`config.mk`:
```
export PLATFORM = sky130hd
export DESIGN_NAME = execute_stage
export DESIGN_NICKNAME = d
export VERILOG_FILES = /design/src/rtl/exe_pkg.sv /design/src/rtl/mul_iter.sv /design/src/rtl/execute_stage.sv
export SDC_FILE = /design/constraint.sdc
export NUM_CORES = 1
export LEC_CHECK = 0
export CORE_MARGIN = 2
export CORE_UTILIZATION = 30
export CTS_BUF_LIST = sky130_fd_sc_hd__clkbuf_8
export CTS_CLUSTER_SIZE = 8
export DETAILED_ROUTE_END_ITERATION = 8
export PLACE_DENSITY_LB_ADDON = 0.25
export SYNTH_ARGS = -nofsm -noshare
export SYNTH_HDL_FRONTEND = slang
export SYNTH_HIERARCHICAL = 1
export SYNTH_SLANG_ARGS = --single-unit
```
`constraint.sdc`:
```
create_clock -name exe_clk_x70 -period 14.9 [get_ports exe_clk_x70]
set_input_delay 4.47 -clock exe_clk_x70 [delete_from_list [all_inputs] [get_ports exe_clk_x70]]
set_output_delay 4.47 -clock exe_clk_x70 [all_outputs]
set_load 0.02 [all_outputs]
```
`src/rtl/exe_pkg.sv`:
```
`default_nettype none
// ============================================================================
// Module      : exe_pkg
// Description : Shared instruction-type codes, FSM state type and immediate
//               sign-extension helper for the execute stage.
// Revision    : 1.0  initial release
// ============================================================================
package exe_pkg;

    localparam logic [2:0] INST_NOP   = 3'd0;
    localparam logic [2:0] INST_ADD   = 3'd1;
    localparam logic [2:0] INST_ADDIU = 3'd2;
    localparam logic [2:0] INST_MUL   = 3'd3;
    localparam logic [2:0] INST_LW    = 3'd4;

    typedef enum logic [0:0] {
        ST_IDLE     = 1'b0,
        ST_MUL_BUSY = 1'b1
    } exe_state_t;

    function automatic logic [31:0] sext16(input logic [15:0] imm);
        return {{16{imm[15]}}, imm};
    endfunction

endpackage
`default_nettype wire

```
`src/rtl/mul_iter.sv`:
```
`default_nettype none
// ============================================================================
// Module      : mul_iter
// Description : Iterative shift-add multiplier producing the low 32 bits of
//               a*b, retiring MUL_BITS_PER_CYCLE multiplier bits per cycle.
// Revision    : 1.0  initial release
// ============================================================================
module mul_iter #(
    parameter int MUL_BITS_PER_CYCLE = 8
) (
    input  logic        clk,
    input  logic        rst,
    input  logic        start,
    input  logic [31:0] a,
    input  logic [31:0] b,
    output logic        done,
    output logic [31:0] product_lo
);

    localparam int         c_ITERS = 32 / MUL_BITS_PER_CYCLE;
    localparam logic [5:0] c_LAST  = 6'(c_ITERS - 1);

    logic        r_active;
    logic [5:0]  r_count;
    logic [31:0] r_acc;
    logic [31:0] r_a;
    logic [31:0] r_b;
    logic [31:0] w_acc_next;

    // The final chunk is folded in combinationally so the product is ready
    // in the same cycle the counter hits zero.
    always_comb begin
        w_acc_next = r_acc;
        for (int i = 0; i < MUL_BITS_PER_CYCLE; i++) begin
            if (r_b[i]) begin
                w_acc_next = w_acc_next + (r_a << i);
            end
        end
    end

    always_ff @(posedge clk) begin
        if (rst) begin
            r_active <= 1'b0;
            r_count  <= 6'd0;
            r_acc    <= 32'd0;
            r_a      <= 32'd0;
            r_b      <= 32'd0;
        end else if (start) begin
            r_active <= 1'b1;
            r_count  <= c_LAST;
            r_acc    <= 32'd0;
            r_a      <= a;
            r_b      <= b;
        end else if (r_active) begin
            r_acc <= w_acc_next;
            r_a   <= r_a << MUL_BITS_PER_CYCLE;
            r_b   <= r_b >> MUL_BITS_PER_CYCLE;
            if (r_count == 6'd0) begin
                r_active <= 1'b0;
            end else begin
                r_count <= r_count - 6'd1;
            end
        end
    end

    assign done       = r_active && (r_count == 6'd0);
    assign product_lo = w_acc_next;

endmodule
`default_nettype wire

```
`src/rtl/execute_stage.sv`:
```
`default_nettype none
// ============================================================================
// Module      : execute_stage
// Description : MIPS execute stage with EX/MEM and MEM/WB forwarding, load-use
//               stall, single-cycle add/address ops and iterative MUL.
//               Optional macro EXE_OVF_TRAP_EN squashes signed-overflow ADD/ADDIU.
// Revision    : 1.0  initial release
// ============================================================================
module execute_stage
    import exe_pkg::*;
#(
    parameter int MUL_BITS_PER_CYCLE = 8
) (
    input  logic        exe_clk_x70,
    input  logic        exe_rst_x70,
    input  logic        valid_in_x70,
    input  logic [2:0]  inst_type_in_x70,
    input  logic [4:0]  rs_x70,
    input  logic [4:0]  rt_x70,
    input  logic [4:0]  target_in_x70,
    input  logic [31:0] src_a_x70,
    input  logic [31:0] src_b_x70,
    input  logic [15:0] imm_x70,
    input  logic [31:0] mw_fwd_tapout_value_x70,
    input  logic [4:0]  mw_fwd_tapout_target_x70,
    input  logic        mw_fwd_en_x70,
    output logic [2:0]  inst_type_x70,
    output logic [4:0]  target_x70,
    output logic [31:0] result_x70,
    output logic        stall_x70,
    output logic        ovf_x70
);

    exe_state_t  r_state;
    exe_state_t  w_state_next;
    logic [2:0]  r_inst_type;
    logic [4:0]  r_target;
    logic [31:0] r_result;
    logic [4:0]  r_mul_target;

    logic [2:0]  w_type_next;
    logic [4:0]  w_target_next;
    logic [31:0] w_result_next;
    logic        w_stall;
    logic        w_mul_start;
    logic        w_mul_done;
    logic [31:0] w_mul_product;
    logic [31:0] w_op_a;
    logic [31:0] w_op_b;
    logic [31:0] w_alu_b;
    logic [31:0] w_sum;
    logic        w_exmem_fwd_ok;
    logic        w_mw_fwd_ok;
    logic        w_uses_rs;
    logic        w_uses_rt;
    logic        w_hazard;

    assign w_exmem_fwd_ok = (r_inst_type == INST_ADD || r_inst_type == INST_ADDIU ||
                             r_inst_type == INST_MUL) && (r_target != 5'd0);
    assign w_mw_fwd_ok    = mw_fwd_en_x70 && (mw_fwd_tapout_target_x70 != 5'd0);

    always_comb begin
        w_op_a = src_a_x70;
        if (w_exmem_fwd_ok && r_target == rs_x70) begin
            w_op_a = r_result;
        end else if (w_mw_fwd_ok && mw_fwd_tapout_target_x70 == rs_x70) begin
            w_op_a = mw_fwd_tapout_value_x70;
        end
    end

    always_comb begin
        w_op_b = src_b_x70;
        if (w_exmem_fwd_ok && r_target == rt_x70) begin
            w_op_b = r_result;
        end else if (w_mw_fwd_ok && mw_fwd_tapout_target_x70 == rt_x70) begin
            w_op_b = mw_fwd_tapout_value_x70;
        end
    end

    // A load's data only exists in the memory stage, so a dependent op waits a cycle.
    assign w_uses_rs = valid_in_x70 && (inst_type_in_x70 >= INST_ADD) &&
                       (inst_type_in_x70 <= INST_LW);
    assign w_uses_rt = valid_in_x70 && (inst_type_in_x70 == INST_ADD ||
                                        inst_type_in_x70 == INST_MUL);
    assign w_hazard  = (r_inst_type == INST_LW) && (r_target != 5'd0) &&
                       ((w_uses_rs && r_target == rs_x70) ||
                        (w_uses_rt && r_target == rt_x70));

    assign w_alu_b = (inst_type_in_x70 == INST_ADD) ? w_op_b : sext16(imm_x70);
    assign w_sum   = w_op_a + w_alu_b;

`ifdef EXE_OVF_TRAP_EN
    logic w_ovf;
    logic w_trap;
    logic r_ovf;
    assign w_ovf = (w_op_a[31] == w_alu_b[31]) && (w_sum[31] != w_op_a[31]);
`endif

    always_comb begin
        w_state_next  = r_state;
        w_stall       = 1'b0;
        w_mul_start   = 1'b0;
        w_type_next   = INST_NOP;
        w_target_next = 5'd0;
        w_result_next = 32'd0;
`ifdef EXE_OVF_TRAP_EN
        w_trap        = 1'b0;
`endif
        case (r_state)
            ST_IDLE: begin
                if (w_hazard) begin
                    w_stall = 1'b1;
                end else if (valid_in_x70) begin
                    case (inst_type_in_x70)
                        INST_ADD, INST_ADDIU, INST_LW: begin
                            w_type_next   = inst_type_in_x70;
                            w_target_next = target_in_x70;
                            w_result_next = w_sum;
`ifdef EXE_OVF_TRAP_EN
                            if (inst_type_in_x70 != INST_LW && w_ovf) begin
                                w_trap        = 1'b1;
                                w_type_next   = INST_NOP;
                                w_target_next = 5'd0;
                            end
`endif
                        end
                        INST_MUL: begin
                            w_mul_start  = 1'b1;
                            w_stall      = 1'b1;
                            w_state_next = ST_MUL_BUSY;
                        end
                        default: ;
                    endcase
                end
            end
            ST_MUL_BUSY: begin
                if (w_mul_done) begin
                    w_type_next   = INST_MUL;
                    w_target_next = r_mul_target;
                    w_result_next = w_mul_product;
                    w_state_next  = ST_IDLE;
                end else begin
                    w_stall = 1'b1;
                end
            end
            default: w_state_next = ST_IDLE;
        endcase
    end

    always_ff @(posedge exe_clk_x70) begin
        if (exe_rst_x70) begin
            r_state <= ST_IDLE;
        end else begin
            r_state <= w_state_next;
        end
    end

    always_ff @(posedge exe_clk_x70) begin
        if (exe_rst_x70) begin
            r_inst_type  <= INST_NOP;
            r_target     <= 5'd0;
            r_result     <= 32'd0;
            r_mul_target <= 5'd0;
        end else begin
            r_inst_type <= w_type_next;
            r_target    <= w_target_next;
            r_result    <= w_result_next;
            if (w_mul_start) begin
                r_mul_target <= target_in_x70;
            end
        end
    end

`ifdef EXE_OVF_TRAP_EN
    always_ff @(posedge exe_clk_x70) begin
        if (exe_rst_x70) begin
            r_ovf <= 1'b0;
        end else begin
            r_ovf <= w_trap;
        end
    end
    assign ovf_x70 = r_ovf;
`else
    assign ovf_x70 = 1'b0;
`endif

    mul_iter #(
        .MUL_BITS_PER_CYCLE(MUL_BITS_PER_CYCLE)
    ) u_mul_iter (
        .clk       (exe_clk_x70),
        .rst       (exe_rst_x70),
        .start     (w_mul_start),
        .a         (w_op_a),
        .b         (w_op_b),
        .done      (w_mul_done),
        .product_lo(w_mul_product)
    );

    assign inst_type_x70 = r_inst_type;
    assign target_x70    = r_target;
    assign result_x70    = r_result;
    assign stall_x70     = w_stall && !exe_rst_x70;

endmodule
`default_nettype wire

```
# == Word-level counts from Yosys, hierarchy flattened ==
# Cells that the tools add are included.
# classes
reduce_logical,28
n_bitwise,2
add_sub_neg,10
eq_ne,13
mux,46
magnitude_cmp,2
# op_table
cell,count
32-bit 2-to-1 mux,21
32-bit adder,9
32-bit one-hot mux with 2 select lines,1
5-bit == test,4
5-bit 2-to-1 mux,4
1-bit logical AND,15
3-bit by 2-bit == test with 1-bit output (second input constant),4
5-bit one-hot mux with 2 select lines,1
5-bit nonzero test,2
1-bit 2-to-1 mux,9
3-bit 2-to-1 mux,3
2-bit 2-to-1 mux,4
3-bit by 1-bit == test with 1-bit output (second input constant),2
3-bit == test (second input constant),2
6-bit logical NOT,1
3-bit one-hot mux with 2 select lines,1
6-bit by 1-bit subtractor with 6-bit output (second input constant),1
1-bit logical OR,4
1-bit one-hot mux with 2 select lines,2
2-bit AND reduction,2
3-bit by 1-bit greater-or-equal comparator with 1-bit output (second input constant),1
3-bit <= comparator (second input constant),1
3-bit OR reduction,1
2-bit by 1-bit inequality test with 1-bit output (second input constant),1
4 further kinds,5
# totals
input_bits,139
register_bits,149
elab_cells,112

# == Logic depth before layout (Yosys ltp) ==
# depth
ltp_word,18
depth_mapped,75
mapped_depth_nobuf,75

# == By module ==
# Netlist, hierarchy kept.
# modules_own_cells
mod,area_each_um2,cells_per_inst,seq_area_each_um2,n_inst
mul_iter,18058.6,2502,2062.0,1
execute_stage,5176.2,713,920.9,1

# == Least setup slack after synthesis ==
# Ideal clock, no wire load.
# synth_timing
path_kind,register -> register
start,register u_mul_iter.r_b[0]
end,"register r_result[31], in the netlist result_x70[31]"
synth_period_minus_slack_ns,13.562
path_slack_ns,1.338
setup_time_ns,0.117
arrival_ns,13.445
stages_incl_launch_ff,63
path_buffers,4
path_cell_list,dfxtp_1 -> clkbuf_1 -> buf_1 -> clkbuf_1 -> clkbuf_1 -> mux2_2 -> ha_1 -> fa_1 -> a211oi_1 -> o21a_1 -> nor2_1 -> a31o_2 -> a21o_1 -> a21oi_1 -> xnor2_1 -> mux2_2 -> ha_1 -> nand2_1 -> (+27 left out) -> a21oi_1 -> xnor2_1 -> mux2i_1 -> inv_1 -> ha_1 -> nor2b_1 -> a311oi_1 -> xnor2_1 -> nand2_1 -> o31ai_1 -> ha_1 -> a21o_1 -> a41oi_1 -> xnor2_1 -> nand2_1 -> xnor3_1 -> xnor3_1 -> a22o_1
# synth_between
elab_chain_cells,17
# synth_lines
item,line,rtl
from (decl),mul_iter.sv:27,logic [31:0] r_b;
from (signal assigned),mul_iter.sv:57,r_b <= r_b >> MUL_BITS_PER_CYCLE;
32-bit 2-to-1 mux (*),mul_iter.sv:35,if (r_b[i]) begin
32-bit adder,mul_iter.sv:36,w_acc_next = w_acc_next + (r_a << i);
32-bit 2-to-1 mux (*),mul_iter.sv:35,
32-bit adder,mul_iter.sv:36,
32-bit 2-to-1 mux (*),mul_iter.sv:35,
32-bit adder,mul_iter.sv:36,
32-bit 2-to-1 mux (*),mul_iter.sv:35,
32-bit adder,mul_iter.sv:36,
(+2 left out),-,
32-bit 2-to-1 mux (*),mul_iter.sv:35,
32-bit adder,mul_iter.sv:36,
32-bit 2-to-1 mux (*),mul_iter.sv:35,
32-bit adder,mul_iter.sv:36,
32-bit 2-to-1 mux (*),mul_iter.sv:35,
named net w_mul_product[31],execute_stage.sv:47,logic [31:0] w_mul_product;
32-bit 2-to-1 mux (*),execute_stage.sv:137,if (w_mul_done) begin
32-bit one-hot mux with 2 select lines (*),execute_stage.sv:109,case (r_state)
to (signal assigned),execute_stage.sv:167,r_result <= w_result_next;
to (decl),execute_stage.sv:38,logic [31:0] r_result;
# Mark *: on every way through the listed nets, which the timed path passes. The rest lies on a longest branch.
# A chain may end at the register's enable or synchronous reset.

# == Worst setup path in the final report ==
# layout_timing
start,register u_mul_iter.r_acc[0]
end,register u_mul_iter.r_acc[31]
# layout_between
elab_chain_cells,16
# layout_lines
item,line,rtl
from (decl),mul_iter.sv:25,logic [31:0] r_acc;
from (signal assigned),mul_iter.sv:55,r_acc <= w_acc_next;
32-bit adder,mul_iter.sv:36,
32-bit 2-to-1 mux (*),mul_iter.sv:35,
32-bit adder,mul_iter.sv:36,
32-bit 2-to-1 mux (*),mul_iter.sv:35,
32-bit adder,mul_iter.sv:36,
32-bit 2-to-1 mux (*),mul_iter.sv:35,
32-bit adder,mul_iter.sv:36,
32-bit 2-to-1 mux (*),mul_iter.sv:35,
32-bit adder,mul_iter.sv:36,
32-bit 2-to-1 mux (*),mul_iter.sv:35,
32-bit adder,mul_iter.sv:36,
32-bit 2-to-1 mux (*),mul_iter.sv:35,
32-bit adder,mul_iter.sv:36,
32-bit 2-to-1 mux (*),mul_iter.sv:35,
32-bit adder,mul_iter.sv:36,
32-bit 2-to-1 mux (*),mul_iter.sv:35,
named net w_mul_product[31],execute_stage.sv:47,
# Marked as above.

==> run metrics <==
Worst EP required=15270 ps; setup violators final=0; cells on worst reg2reg path=69; Gate power share=37.1%; reg2reg setup slack=1000 ps; vias in the first global route=22.58k; total gr overflow=0; root buf cell=clkbuf_8; Post-Syn Area=23230 sq um; hold buffer count at CTS=0; IO Count=181; clock power share=28.3%; routed wire length=91580 um; CTS buffer count=17; startpoint types=register; Routed Antenna Nets=0; sequential share of the synthesized area=12.84%; layout cells sized above 1=8.636%; Hold WC Path Type=reg2reg; WS Path Type=reg2reg; die area=79690 sq um; Layout fillers=8384; CP Max Fanout=6; switching power share of the total=37.45%; PortBufs=179; Fmax achieved=0.07193 GHz; Clock Tree Buf Depth=2; Initial Util=30.14%; CP arrival=14270 ps; Final GP Congestion=0.9364; gr usage total=22.49%; post-layout util=35.11%; post-place setup slack=254.6 ps; largest net degree at the start of global routing=96; drt wl/cell=20.82 um; Post-synth ARST share=0%; most frequent cells in the layout=nor2_1, a21oi_1, nand2_1, ha_1, o21ai_0; maxcap violations=0; Critical Path Sink Type=register; Fin. Hold Viols=0; Slew Limit Fails=0; Fin Clk Skew=20.17 ps; commonest non-fill, non-tap cell in the layout=nor2_1; Worst VDD drop=0.05722 mV; reg2reg start=u_mul_iter/r_acc[0]; via count=24.28k; Synth Warn #=6; pwr dens=44.99 nW/um^2; relative slew slack=33.61%; Slew @ Worst Pin=995.8 ps; Post-synth EDFFs=0; R2R Path End=u_mul_iter/r_acc[31]; Post-synth top flop=dfxtp_1; Avg Vias per Cell=5.521; Die Y=282.3 um; minimum clock period=13900 ps; row count=102; setup TNS=0 ps; Initial DRC Count=1890; CTS tree=done; Final HPWL DP=73450 um; Static Leak=12.51 nW; synthesis-to-layout area growth=16.48%; Crit path largest cell delay=560 ps; initial antenna violation count=0; hold worst-path end=r_mul_target[3]; Switch Pwr=456.1 uW; RSZ-0062 raised after global routing=no; Gate Count Post-Synth=3215; total power=1.218 mW; final period utilization=93.30%; core area=77080 sq um; Hold Path Origin=r_mul_target[3]; syn_area_per_cell=7.227 sq um; fin worst setup slack=997.6 ps; # DRC=0; Min-Delay Path Depth=2; syn_nets=3636; Nets=3766; die width=282.3 um; global-route wire length before repair=138100 um; slowest CP cell=or4_1; synthesized flop and latch total=149; Sink Count=149; status=completed; Clk pin slew, worst setup/hold paths=90 ps; power share of the sequential group=34.6%; clock latency on the worst-skew pair=500 ps; Pint=761.6 uW; TritonRoute pass-1 iters=8; antenna cells=0; count of different cell masters after synthesis=84; Max H-tree Level=4
flip-flops by register name (all words and copies together), names as in the netlist, 3 cells and up:
name / flops
result_x70: 32
u_mul_iter/r_a: 32
u_mul_iter/r_b: 32
inst_type_x70: 3
target_x70: 5
r_mul_target: 5
u_mul_iter/r_count: 6
u_mul_iter/r_acc: 32
metrics by stage:
stage,std cells,area (sq um),hold WS (ps)
floorplan,3215,23230,460.8
global placement,4358,26330,476.2
detailed placement,4358,26330,483.4
CTS,4390,26750,508.1
global route,4398,27060,538.3
finish,4398,27060,507.0
power by group through the flow:
| stage | combinational (mW) | clock [mW] | sequential (mW) |
|---|---|---|---|
| 3_3_place_gp | 0.440 | 0 | 0.431 |
| 2_1_floorplan | 0.281 | 0 | 0.433 |
| 6_report | 0.452 | 0.344 | 0.422 |
| 3_5_place_dp | 0.440 | 0 | 0.430 |
| 5_1_grt | 0.493 | 0.366 | 0.423 |
| 4_1_cts | 0.442 | 0.351 | 0.421 |
cell usage after synthesis (31+ instances only):
library cell  number  area (sq um)
nand4_1           32         200.2
xnor2_1          154          1349
nor3_1            32         160.2
o21a_1            53         397.9
xor2_1            70         613.1
nor2_1           409          1535
a31oi_1           45         281.5
clkbuf_1         119         446.7
dfxtp_1          149          2983
a211oi_1          31         232.7
nand2b_1          39         244.0
a21o_1           124         930.9
inv_1            102         382.9
ha_1             273          3416
nand3_1           56         280.3
and3_1            35         219.0
mux2_2            62         698.2
a21oi_1          396          1982
o21bai_1          34         255.2
nand2_1          278          1044
mux2i_1          140          1401
o21ai_0          190         950.9
kinds of logic (layout without fill, tap and decap cells):
| logic type | after synthesis | after routing | synth area share, % |
|---|---|---|---|
| AOI/OAI and AO/OA | 1106 | 1106 | 30.21 |
| and+or+nand+nor | 990 | 990 | 19.04 |
| adders and majority gates | 282 | 282 | 15.48 |
| buffers and inverters | 251 | 394 | 4.168 |
| xor gates and xnor gates | 228 | 228 | 8.831 |
| muxes | 208 | 208 | 9.424 |
| DFF | 149 | 149 | 12.84 |
| other | 1 | 1 | 0.01614 |
final cells by class:
type | instances | area, sq um | share of cell area [%]
Clock buffer | 20 | 275.3 | 1.017
Sequential cell | 149 | 2995 | 11.07
Clock inverter | 12 | 141.4 | 0.5224
Timing Repair Buffer | 258 | 2382 | 8.802
Multi-Input combinational cell | 2815 | 19580 | 72.34
Tap cell | 1040 | 1301 | 4.808
Inverter | 104 | 390.4 | 1.442
worst max-delay path, delay by kind of cell, from the launching register on:
kind / cells / cell delay (ps)
AOI/OAI and AO/OA: 31 / 5110
muxes: 4 / 1060
and+or+nand+nor: 13 / 2120
adders and majority gates: 9 / 3090
DFF: 1 / 330
xor gates and xnor gates: 9 / 1640
buffers and inverters: 3 / 400
per-layer routing:
metal | wire length, um | vias to the layer above | global-route usage, %
li1 | - | 11990 | -
met2 | 40350 | 767 | 35.85
met3 | 5572 | 99 | 2.156
met1 | 43710 | 11420 | 32.59
met5 | 0 | - | 0
met4 | 1949 | 0 | 4.843
what timing repair did:
| item | CTS | global route |
|---|---|---|
| gates resized for setup | 0 | 59 |
| setup endpoints to repair | 0 | 17 |
| setup buffers | 0 | 8 |
how the worst max path moves through the flow:
stage,startpoint,endpoint,slack [ps],depth (start not counted)
2_1_floorplan,u_mul_iter/r_b[0],result_x70[31],1340,62
3_3_place_gp,u_mul_iter/r_acc[0],u_mul_iter/r_acc[31],330,67
3_5_place_dp,u_mul_iter/r_acc[0],u_mul_iter/r_acc[31],250,67
4_1_cts,u_mul_iter/r_acc[0],u_mul_iter/r_acc[31],160,67
5_1_grt,u_mul_iter/r_acc[0],result_x70[30],50,70
6_report,u_mul_iter/r_acc[0],u_mul_iter/r_acc[31],1000,69
Power figures use the tool's default switching activity.
